==> src/rtl/mips_cpu_pkg.sv <==
// Shared CPU definitions: fetch state encoding, instruction width and the
// default boot address used by the fetch unit.
package mips_cpu_pkg;

    localparam int INSTRUCTION_WIDTH = 32;
    localparam logic [31:0] DEFAULT_RESET_VECTOR = 32'hBFC0_0000;

    typedef enum logic [1:0] {
        START,
        FETCH,
        HOLD,
        HALTED
    } fetch_state_t;

    // Clear the byte-offset bits so every fetch address is word aligned.
    function automatic logic [31:0] word_align(input logic [31:0] address);
        return {address[31:2], 2'b00};
    endfunction

endpackage

==> src/rtl/instruction_fetch_unit_if.sv <==
// Bundle of the instruction-memory read bus, the decode handshake and the
// redirect input of the fetch unit. The master side is the fetch unit.
interface instruction_fetch_unit_if;
    import mips_cpu_pkg::*;

    logic [31:0]                  avm_address;
    logic                         avm_read;
    logic                         avm_waitrequest;
    logic [INSTRUCTION_WIDTH-1:0] avm_readdata;

    logic [INSTRUCTION_WIDTH-1:0] instruction;
    logic                         instruction_valid;
    logic                         instruction_ready;
    logic [31:0]                  program_counter;

    logic                         redirect;
    logic [31:0]                  redirect_target;
    logic                         active;

    modport master (
        output avm_address, avm_read, instruction, instruction_valid,
               program_counter, active,
        input  avm_waitrequest, avm_readdata, instruction_ready,
               redirect, redirect_target
    );

    modport slave (
        input  avm_address, avm_read, instruction, instruction_valid,
               program_counter, active,
        output avm_waitrequest, avm_readdata, instruction_ready,
               redirect, redirect_target
    );

endinterface

==> src/rtl/instruction_fetch_unit_pc.sv <==
// fetch_pc_register: holds the current fetch address and a pending
// redirect (delay-slot target), and works out the address that follows the
// instruction being handed off.
module fetch_pc_register
    import mips_cpu_pkg::*;
#(
    parameter logic [31:0] RESET_VECTOR = DEFAULT_RESET_VECTOR
) (
    input  logic        clk,
    input  logic        reset,
    input  logic        advance,
    input  logic        redirect_valid,
    input  logic [31:0] redirect_target,
    output logic [31:0] fetch_address,
    output logic        halt_next
);

    logic        pending;
    logic [31:0] pending_target;
    logic [31:0] next_address;
    logic        by_redirect;

    // Next address: a redirect seen this cycle beats a stored one, otherwise
    // step sequentially with natural 32-bit wrap.
    always_comb begin
        next_address = fetch_address + 32'd4;
        by_redirect  = 1'b0;
        if (redirect_valid) begin
            next_address = word_align(redirect_target);
            by_redirect  = 1'b1;
        end else if (pending) begin
            next_address = pending_target;
            by_redirect  = 1'b1;
        end
        halt_next = by_redirect && (next_address == 32'd0);
    end

    // Advance on handoff (consuming any pending target); otherwise remember
    // the latest redirect until the delay slot is handed off.
    always_ff @(posedge clk or posedge reset) begin
        if (reset) begin
            fetch_address  <= RESET_VECTOR;
            pending        <= 1'b0;
            pending_target <= 32'd0;
        end else if (advance) begin
            fetch_address <= next_address;
            pending       <= 1'b0;
        end else if (redirect_valid) begin
            pending        <= 1'b1;
            pending_target <= word_align(redirect_target);
        end
    end

endmodule

==> src/rtl/instruction_fetch_unit.sv <==
// instruction_fetch_unit: owns the PC, reads instruction memory one word at
// a time and hands each word to decode over valid/ready, honouring branch
// delay slots and halting after a redirect to address 0.
// Optional: INSTRUCTION_FETCH_BYPASS_EN forwards the read data straight to
// decode in the completing cycle for one instruction per cycle.
module instruction_fetch_unit
    import mips_cpu_pkg::*;
#(
    parameter logic [31:0] RESET_VECTOR = DEFAULT_RESET_VECTOR
) (
    input  logic                      clk,
    input  logic                      reset,
    instruction_fetch_unit_if.master  bus
);

    fetch_state_t                 state;
    fetch_state_t                 next_state;
    logic [INSTRUCTION_WIDTH-1:0] instruction_q;
    logic [31:0]                  pc_q;
    logic [31:0]                  fetch_address;
    logic                         halt_next;
    logic                         read_done;
    logic                         valid;
    logic                         handoff;
    logic                         capture;
    logic                         redirect_valid;

    assign read_done      = (state == FETCH) && !bus.avm_waitrequest;
    assign handoff        = valid && bus.instruction_ready;
    assign redirect_valid = bus.redirect && ((state == FETCH) || (state == HOLD));

`ifdef INSTRUCTION_FETCH_BYPASS_EN
    assign valid               = (state == HOLD) || read_done;
    assign bus.instruction     = read_done ? bus.avm_readdata : instruction_q;
    assign bus.program_counter = read_done ? fetch_address : pc_q;
`else
    assign valid               = (state == HOLD);
    assign bus.instruction     = instruction_q;
    assign bus.program_counter = pc_q;
`endif

    assign bus.instruction_valid = valid;
    assign bus.avm_read          = (state == FETCH);
    assign bus.avm_address       = fetch_address;
    assign bus.active            = (state != HALTED);

    fetch_pc_register #(
        .RESET_VECTOR (RESET_VECTOR)
    ) u_pc (
        .clk             (clk),
        .reset           (reset),
        .advance         (handoff),
        .redirect_valid  (redirect_valid),
        .redirect_target (bus.redirect_target),
        .fetch_address   (fetch_address),
        .halt_next       (halt_next)
    );

    // State register; reset drops avm_read immediately and abandons any read.
    always_ff @(posedge clk or posedge reset) begin
        if (reset) state <= START;
        else       state <= next_state;
    end

    // Next state and capture enable; a handoff in FETCH only happens with bypass.
    always_comb begin
        next_state = state;
        capture    = 1'b0;
        case (state)
            START:  next_state = FETCH;
            FETCH: begin
                if (read_done) begin
                    if (handoff) begin
                        next_state = halt_next ? HALTED : FETCH;
                    end else begin
                        next_state = HOLD;
                        capture    = 1'b1;
                    end
                end
            end
            HOLD: begin
                if (handoff) next_state = halt_next ? HALTED : FETCH;
            end
            HALTED: next_state = HALTED;
            default: next_state = START;
        endcase
    end

    // Output register holding the word and its address until decode takes it.
    always_ff @(posedge clk or posedge reset) begin
        if (reset) begin
            instruction_q <= '0;
            pc_q          <= RESET_VECTOR;
        end else if (capture) begin
            instruction_q <= bus.avm_readdata;
            pc_q          <= fetch_address;
        end
    end

endmodule

==> src/flat_wrapper.sv <==
// flat-port wrapper written by rule: the top's interface ports become plain ports
module instruction_fetch_unit_flat import mips_cpu_pkg::*;
#(
    parameter logic [31:0] RESET_VECTOR = DEFAULT_RESET_VECTOR
)
  (clk, reset, bus_avm_address, bus_avm_read, bus_instruction, bus_instruction_valid, bus_program_counter, bus_active, bus_avm_waitrequest, bus_avm_readdata, bus_instruction_ready, bus_redirect, bus_redirect_target);
  instruction_fetch_unit_if bus_i ();
  input  logic clk;
  input  logic reset;
  output wire logic [$bits(bus_i.avm_address)-1:0] bus_avm_address;
  output wire logic [$bits(bus_i.avm_read)-1:0] bus_avm_read;
  output wire logic [$bits(bus_i.instruction)-1:0] bus_instruction;
  output wire logic [$bits(bus_i.instruction_valid)-1:0] bus_instruction_valid;
  output wire logic [$bits(bus_i.program_counter)-1:0] bus_program_counter;
  output wire logic [$bits(bus_i.active)-1:0] bus_active;
  input wire logic [$bits(bus_i.avm_waitrequest)-1:0] bus_avm_waitrequest;
  input wire logic [$bits(bus_i.avm_readdata)-1:0] bus_avm_readdata;
  input wire logic [$bits(bus_i.instruction_ready)-1:0] bus_instruction_ready;
  input wire logic [$bits(bus_i.redirect)-1:0] bus_redirect;
  input wire logic [$bits(bus_i.redirect_target)-1:0] bus_redirect_target;
  assign bus_avm_address = bus_i.avm_address;
  assign bus_avm_read = bus_i.avm_read;
  assign bus_instruction = bus_i.instruction;
  assign bus_instruction_valid = bus_i.instruction_valid;
  assign bus_program_counter = bus_i.program_counter;
  assign bus_active = bus_i.active;
  assign bus_i.avm_waitrequest = bus_avm_waitrequest;
  assign bus_i.avm_readdata = bus_avm_readdata;
  assign bus_i.instruction_ready = bus_instruction_ready;
  assign bus_i.redirect = bus_redirect;
  assign bus_i.redirect_target = bus_redirect_target;
  instruction_fetch_unit #(.RESET_VECTOR(RESET_VECTOR)) u_core (.clk(clk), .reset(reset), .bus(bus_i));
endmodule
==> config.mk <==
export PLATFORM = sky130hd
export DESIGN_NAME = instruction_fetch_unit_flat
export DESIGN_NICKNAME = d
export VERILOG_FILES = /design/src/rtl/mips_cpu_pkg.sv /design/src/rtl/instruction_fetch_unit_if.sv /design/src/rtl/instruction_fetch_unit_pc.sv /design/src/rtl/instruction_fetch_unit.sv /design/src/flat_wrapper.sv
export SDC_FILE = /design/constraint.sdc
export NUM_CORES = 1
export LEC_CHECK = 0
export CAP_MARGIN = 20
export CORE_MARGIN = 2
export CORE_UTILIZATION = 49
export CTS_BUF_LIST = sky130_fd_sc_hd__clkbuf_8 sky130_fd_sc_hd__clkbuf_16
export CTS_CLUSTER_DIAMETER = 40
export CTS_CLUSTER_SIZE = 30
export DETAILED_ROUTE_END_ITERATION = 16
export PLACE_DENSITY_LB_ADDON = 0.1
export SYNTH_ARGS = -nofsm -noshare
export SYNTH_HDL_FRONTEND = slang
export SYNTH_SLANG_ARGS = --single-unit
==> constraint.sdc <==
create_clock -name clk -period 5.8 [get_ports clk]
set_clock_uncertainty 0.2 [all_clocks]
set_input_delay 0.58 -clock clk [delete_from_list [all_inputs] [get_ports clk]]
set_output_delay 0.58 -clock clk [all_outputs]
set_load 0.02 [all_outputs]
==> impl_results.md <==
* Global-route wire length before repair at 25.92 mm
* CTS clk-pin slew, worst paths at 0.06 ns
* Dpl ws at 2.095 ns
* Primary FF master, synth: dfrtp_1
* Worst setup margin at 2.274 ns
* Total of max-cap violations at 0
* Num CTS Buffers at 17
* Sink Count at 129
* Fin nets at 794
* Cell Pwr Density at 236.5 nW/µm²
* Starting Density at 49.84%
* VDD IR max at 0.2018 mV
* CP startpoint: u_core.u_pc.fetch_address[2]$_DFFE_PP0P_
* Worst-Margin Slew at 1.013 ns
* Most area-consuming cells after synthesis: dfrtp_1, mux2_2, dfstp_2
* DRC at 0
* Final worst path period share at 60.79%
* Unrepaired setup endpoints after global routing: false
* Num rows at 41
* Slew Viols, Final at 0
* WS Path Type: flop to flop
* Post-synthesis register bit count at 129
* CTS tree: done
* Initial drt markers at 435
* Core Util, Final at 68.92%
* Cell area after synthesis at 6238 µm²
* Largest family of logic cells by synthesized area: multiplexers
* Pre-Repair DR Iteration Count at 5
* Drt via density at 5.629
* Share of the synthesized area in the top cell type at 44.52%
* Core footprint at 12520 µm²
* # setup viols final at 0
* Asr flop ratio synth at 100.0%
* Hold buffers post-CTS at 0
* Worst Hold Class: primary input to asynchronous set/reset pin
* Mean Syn Cell Area at 11.10 µm²
* Area share of fa/ha/maj cells after synthesis at 1.203%
* Max Clk Rate at 283.6 MHz
* Run status: finished, final reports clean
* Vias in the first global route at 5109
* IO Pins at 168
* CP required at 5.93 ns
* Pleak at 3.793 nW
* Final Critical Period at 3.526 ns
* Endpoint type of the worst setup path: flop
* Setup TNS at 0 ns
* Worst-path fanout max at 7
* Vias at 5089
* Post CTS Setup Buffer Count at 0
* Design Area, Final at 8627 µm²
* Synth unique cells at 56
* XOR/XNOR Fraction of Synth Area at 2.527%
* CTS root buf: clkbuf_16
* Die Area at 13650 µm²
* Share of cells above drive strength 1 at 23.39%
* Die Y at 116.8 µm
* DP Area at 8006 µm²
* Post-cts resize count at 0
* Final Hold Vio Count at 0
* Post-synthesis compound-gate area fraction at 9.607%
* Launching element type of the critical path: flop
* Antenna-violating nets left at 0
* Number of synthesis warnings at 0
* Dpl hpwl at 11.16 mm
* Tot GR Track Use at 24.80%
* Initial antenna violation count at 1
* Fin cells at 904
* Placer Congestion at 0.8908
* WL per Instance at 17.93 µm
* Largest net degree at the start of global routing at 54
* Quantity of I/O buffers inserted on ports at 165
* Grt total ovfl at 0
* Count of placed standard cells including taps at 871
* Simple-gate area share of the yosys netlist at 12.68%
* Syn Inst Count at 562
* Mux share of post-synthesis cell area at 18.19%
* Max_slew headroom at 32.23%
* Critical Path AT at 3.65 ns
* Top cells by count, synth: dfrtp_1, mux2_2, nand2_1
* Area grow syn2layout at 38.29%
* Die Width at 116.8 µm
* Clk_lat worst skew at 0.42 ns
* EDFF count, synth at 0
* Dominant cell type by area after synthesis: dfrtp_1
* Most common cell in the netlist: dfrtp_1
* H-Tree Depth at 4
* Syn nets at 637
* Final WL at 16.21 mm
* Register area share after synthesis at 52.11%
* CTS max path bufs at 2
* Worst r2r src: u_core.u_pc.fetch_address[2]$_DFFE_PP0P_
[cell type report]
cell class,count,area [µm²]
timing repair buffer,174,1727
inverter,15,58.81
clock buffer,24,521.8
tap,172,215.2
sequential,129,3251
multi-input combinational,382,2770
antenna,1,2.502
fill,979,3890
clock inverter,7,81.33
[metal layers]
layer | GRT usage, % | up-vias | wire (µm)
li1 | - | 2324 | -
met1 | 31.78 | 2502 | 6715
met2 | 39.77 | 233 | 7806
met3 | 6.849 | 30 | 1320
met4 | 10.75 | 0 | 367
met5 | 0 | - | 0
[logic make-up (layout without fill, tap and decap cells)]
group,after synthesis,count (layout)
and+or+nand+nor,156,156
xor gates and xnor gates,18,18
buffers and inverters,51,220
AOI/OAI and AO/OA,101,101
muxes,101,101
adders and majority gates,6,6
DFF,129,129
other,0,1
[metrics by stage]
step	power, mW	hold slack (ns)
after floorplan	0.9306	0.2716
after global placement	0.9859	0.2755
after detailed placement	0.9870	0.2864
after CTS	2.059	0.2960
after global routing	2.104	0.3117
final	2.041	0.2962
[report_power, final]
part	total (mW)	internal (mW)	switching, mW
Clock	1.07	0.704	0.366
Combinational	0.0693	0.0404	0.0288
Sequential	0.902	0.902	0
[critical path: stages, from the launching register on]
cell	delay (ns)
dfrtp_1	0.47
ha_1	0.25
nand4_1	0.31
or4_1	0.76
nor3_1	0.30
xor2_1	0.11
a221oi_1	0.33
or2b_2	0.34
nand4b_1	0.17
o31ai_1	0.19
[worst paths after layout]
path / slack [ns] / end / cells past startpoint
min in group clk: 0.30 / u_core.u_pc.fetch_address[31]$_DFFE_PP1P_ / 2
worst max-delay path: 2.27 / u_core.state[1]$_DFFE_PP0P_ / 9
worst max register to register: 2.27 / u_core.state[1]$_DFFE_PP0P_ / 9
max in group asynchronous: 4.09 / u_core.u_pc.pending_target[14]$_DFFE_PP0P_ / 3
worst min register to register: 0.30 / u_core.u_pc.fetch_address[31]$_DFFE_PP1P_ / 2
worst min-delay path: 0.30 / u_core.bus.instruction[0]$_DFFE_PP0P_ / 2
[layout by cell type, fill, tap and decap left out, types with 12 or more instances in the layout]
cell,synthesis,routed
dfstp_2,18,18
clkbuf_16,0,17
mux2_2,99,99
a21oi_1,24,24
clkdlybuf4s50_1,0,165
nor3_1,12,12
inv_1,15,17
xnor2_1,12,12
nand2_1,55,55
nand3_1,15,15
o21ai_0,42,42
dfrtp_1,111,111
nor2_1,27,26
[state kept, by name, summed over array words and instances (netlist names)]
name	cells
u_core.u_pc.pending	1
u_core.bus.program_counter	32
u_core.state	2
u_core.bus.instruction	32
u_core.u_pc.fetch_address	32
u_core.u_pc.pending_target	30
No activity file was read; power rests on OpenSTA's default activity.
==> RTL change, RTL diff (same flow settings) <==
The option `INSTRUCTION_FETCH_BYPASS_EN` is turned on by a define.
--- a/src/rtl/instruction_fetch_unit.sv
+++ b/src/rtl/instruction_fetch_unit.sv
@@ -4,4 +4,6 @@
 // Optional: INSTRUCTION_FETCH_BYPASS_EN forwards the read data straight to
 // decode in the completing cycle for one instruction per cycle.
+`define INSTRUCTION_FETCH_BYPASS_EN
+
 module instruction_fetch_unit
     import mips_cpu_pkg::*;
Formal check against the unedited RTL: not equivalent (Yosys sat finds a counterexample within 4 cycles, from zero or initial values and one cycle with reset high).
==> RTL change against the original RTL <==
  * Sequential cell count stayed put
  * Worst hold slack better by 0.0040 ns
  * Via count is 8.4% higher
  * Routed wire length rose by 8.4%
  * Synthesized area rose by 11%
  * Setup slack got worse by 0.39 ns
  * Global-route usage shrank 0.66 points
  * Count of clock-buffer cells in the layout is 5 lower
  * Cell area up 7.4%
  * Critical path type unchanged
  * Highest routed layer unchanged
Power is not compared: it rests on default switching activity, and its combinational part moved more than twofold at a synthesized area within 25%.
==> RTL change: results <==
set metrics [dict create \
    status "finished, final reports clean" \
    crit_family "simple AND/OR/NAND/NOR gates" \
    met1_usage 0.309 \
    synthCells 628 \
    grt_util_met2 0.394 \
    routed_via_density 5.71 \
    whs_ns 0.300 \
    clockRootBuffer "clkbuf_16" \
    grt.total_usage 0.241 \
    wl_met2_um 8780 \
    top_layer "met4" \
    grt_max_degree 79 \
    final_cells 966 \
    slowest_delay_ns 0.90 \
    p_per_area_nw_per_um2 621 \
    placed_cell_area_um2 8700 \
    drive_above_1_share 0.282 \
    synth_fa_ha_area_frac 0.00901 \
    p_sw_frac 0.384 \
    synth_edf_count 0 \
    grt_pass1_vias 5490 \
    dr.first_iter.drc_count 300 \
    hp-class "flop to flop" \
    arrival_ns 4.02 \
    wl_per_cell_um 18.2 \
    dp_cells 934 \
    synth_cell_types 50 \
    cts_resized 0 \
    wl_met3_um 1150 \
    yosys-top-cells-count "159 x mux2_2, 111 x dfrtp_1, 53 x nand2_1" \
    leakagePower_nw 3.77 \
    ir_drop_mv 0.344 \
    crit_start "u_core.u_pc.pending$_DFFE_PP0P_" \
    fillers 1057 \
    antenna_found_initial 0 \
    reg2reg_depth 8 \
    gp_congestion 0.883 \
    crit_fanout 29 \
    worstHoldEndpoint "u_core.instruction_q[30]$_DFFE_PP0P_" \
    r2r_slack_ns 1.89 \
    synthTopCellsByArea "dfrtp_1 40%, mux2_2 26%, dfstp_2 6.8%" \
    final_nets 847 \
    synth-compound-area-share 0.0884 \
    synth_seq_area_share 0.468 \
    grt_util_met3 0.0733 \
    tightestPinTransition_ns 1.02 \
    cts_buffer_depth 2 \
    wl_met1_um 7460 \
    synthMuxAreaShare 0.264 \
    antennaDiodeCount 0 \
    grt_pass1_wl_um 28100 \
    synth_xor_area_frac 0.0277 \
    clk_pin_slew_ns 0.05 \
    cp_slowest_cell "dfrtp_1" \
    syn-num-nets 702 \
    hpwl_um 11800 \
]
[RTL change: cell types whose count changed in the layout (fill, tap and decap cells not counted), sizes merged, moves of 4 or more]
| cell | change |
|---|---|
| nor2 | +4 |
| o311ai | -4 |
| clkbuf | -5 |
| mux2 | +60 |
| nand3 | -7 |
| and3 | +5 |
| a21oi | -4 |
| a221oi | +4 |
[RTL change: area by class of cell]
| class | count | area (µm²) | area share |
|---|---|---|---|
| repair buffers | 172 | 1700 | 0.184 |
| inverters | 12 | 47.5 | 0.00513 |
| flip-flops and latches | 129 | 3250 | 0.351 |
| well taps | 180 | 225 | 0.0243 |
| clock buffers | 19 | 453 | 0.0489 |
| clock inverters | 13 | 108 | 0.0116 |
| multi-input cells | 441 | 3470 | 0.375 |
[RTL change: per-stage QoR]
step                worst slack, ns  utilization
finish                         1.89        0.667
global placement               1.86        0.627
global route                   1.69        0.667
floorplan                      1.61            -
detailed placement             1.81        0.627
CTS                            1.91        0.667
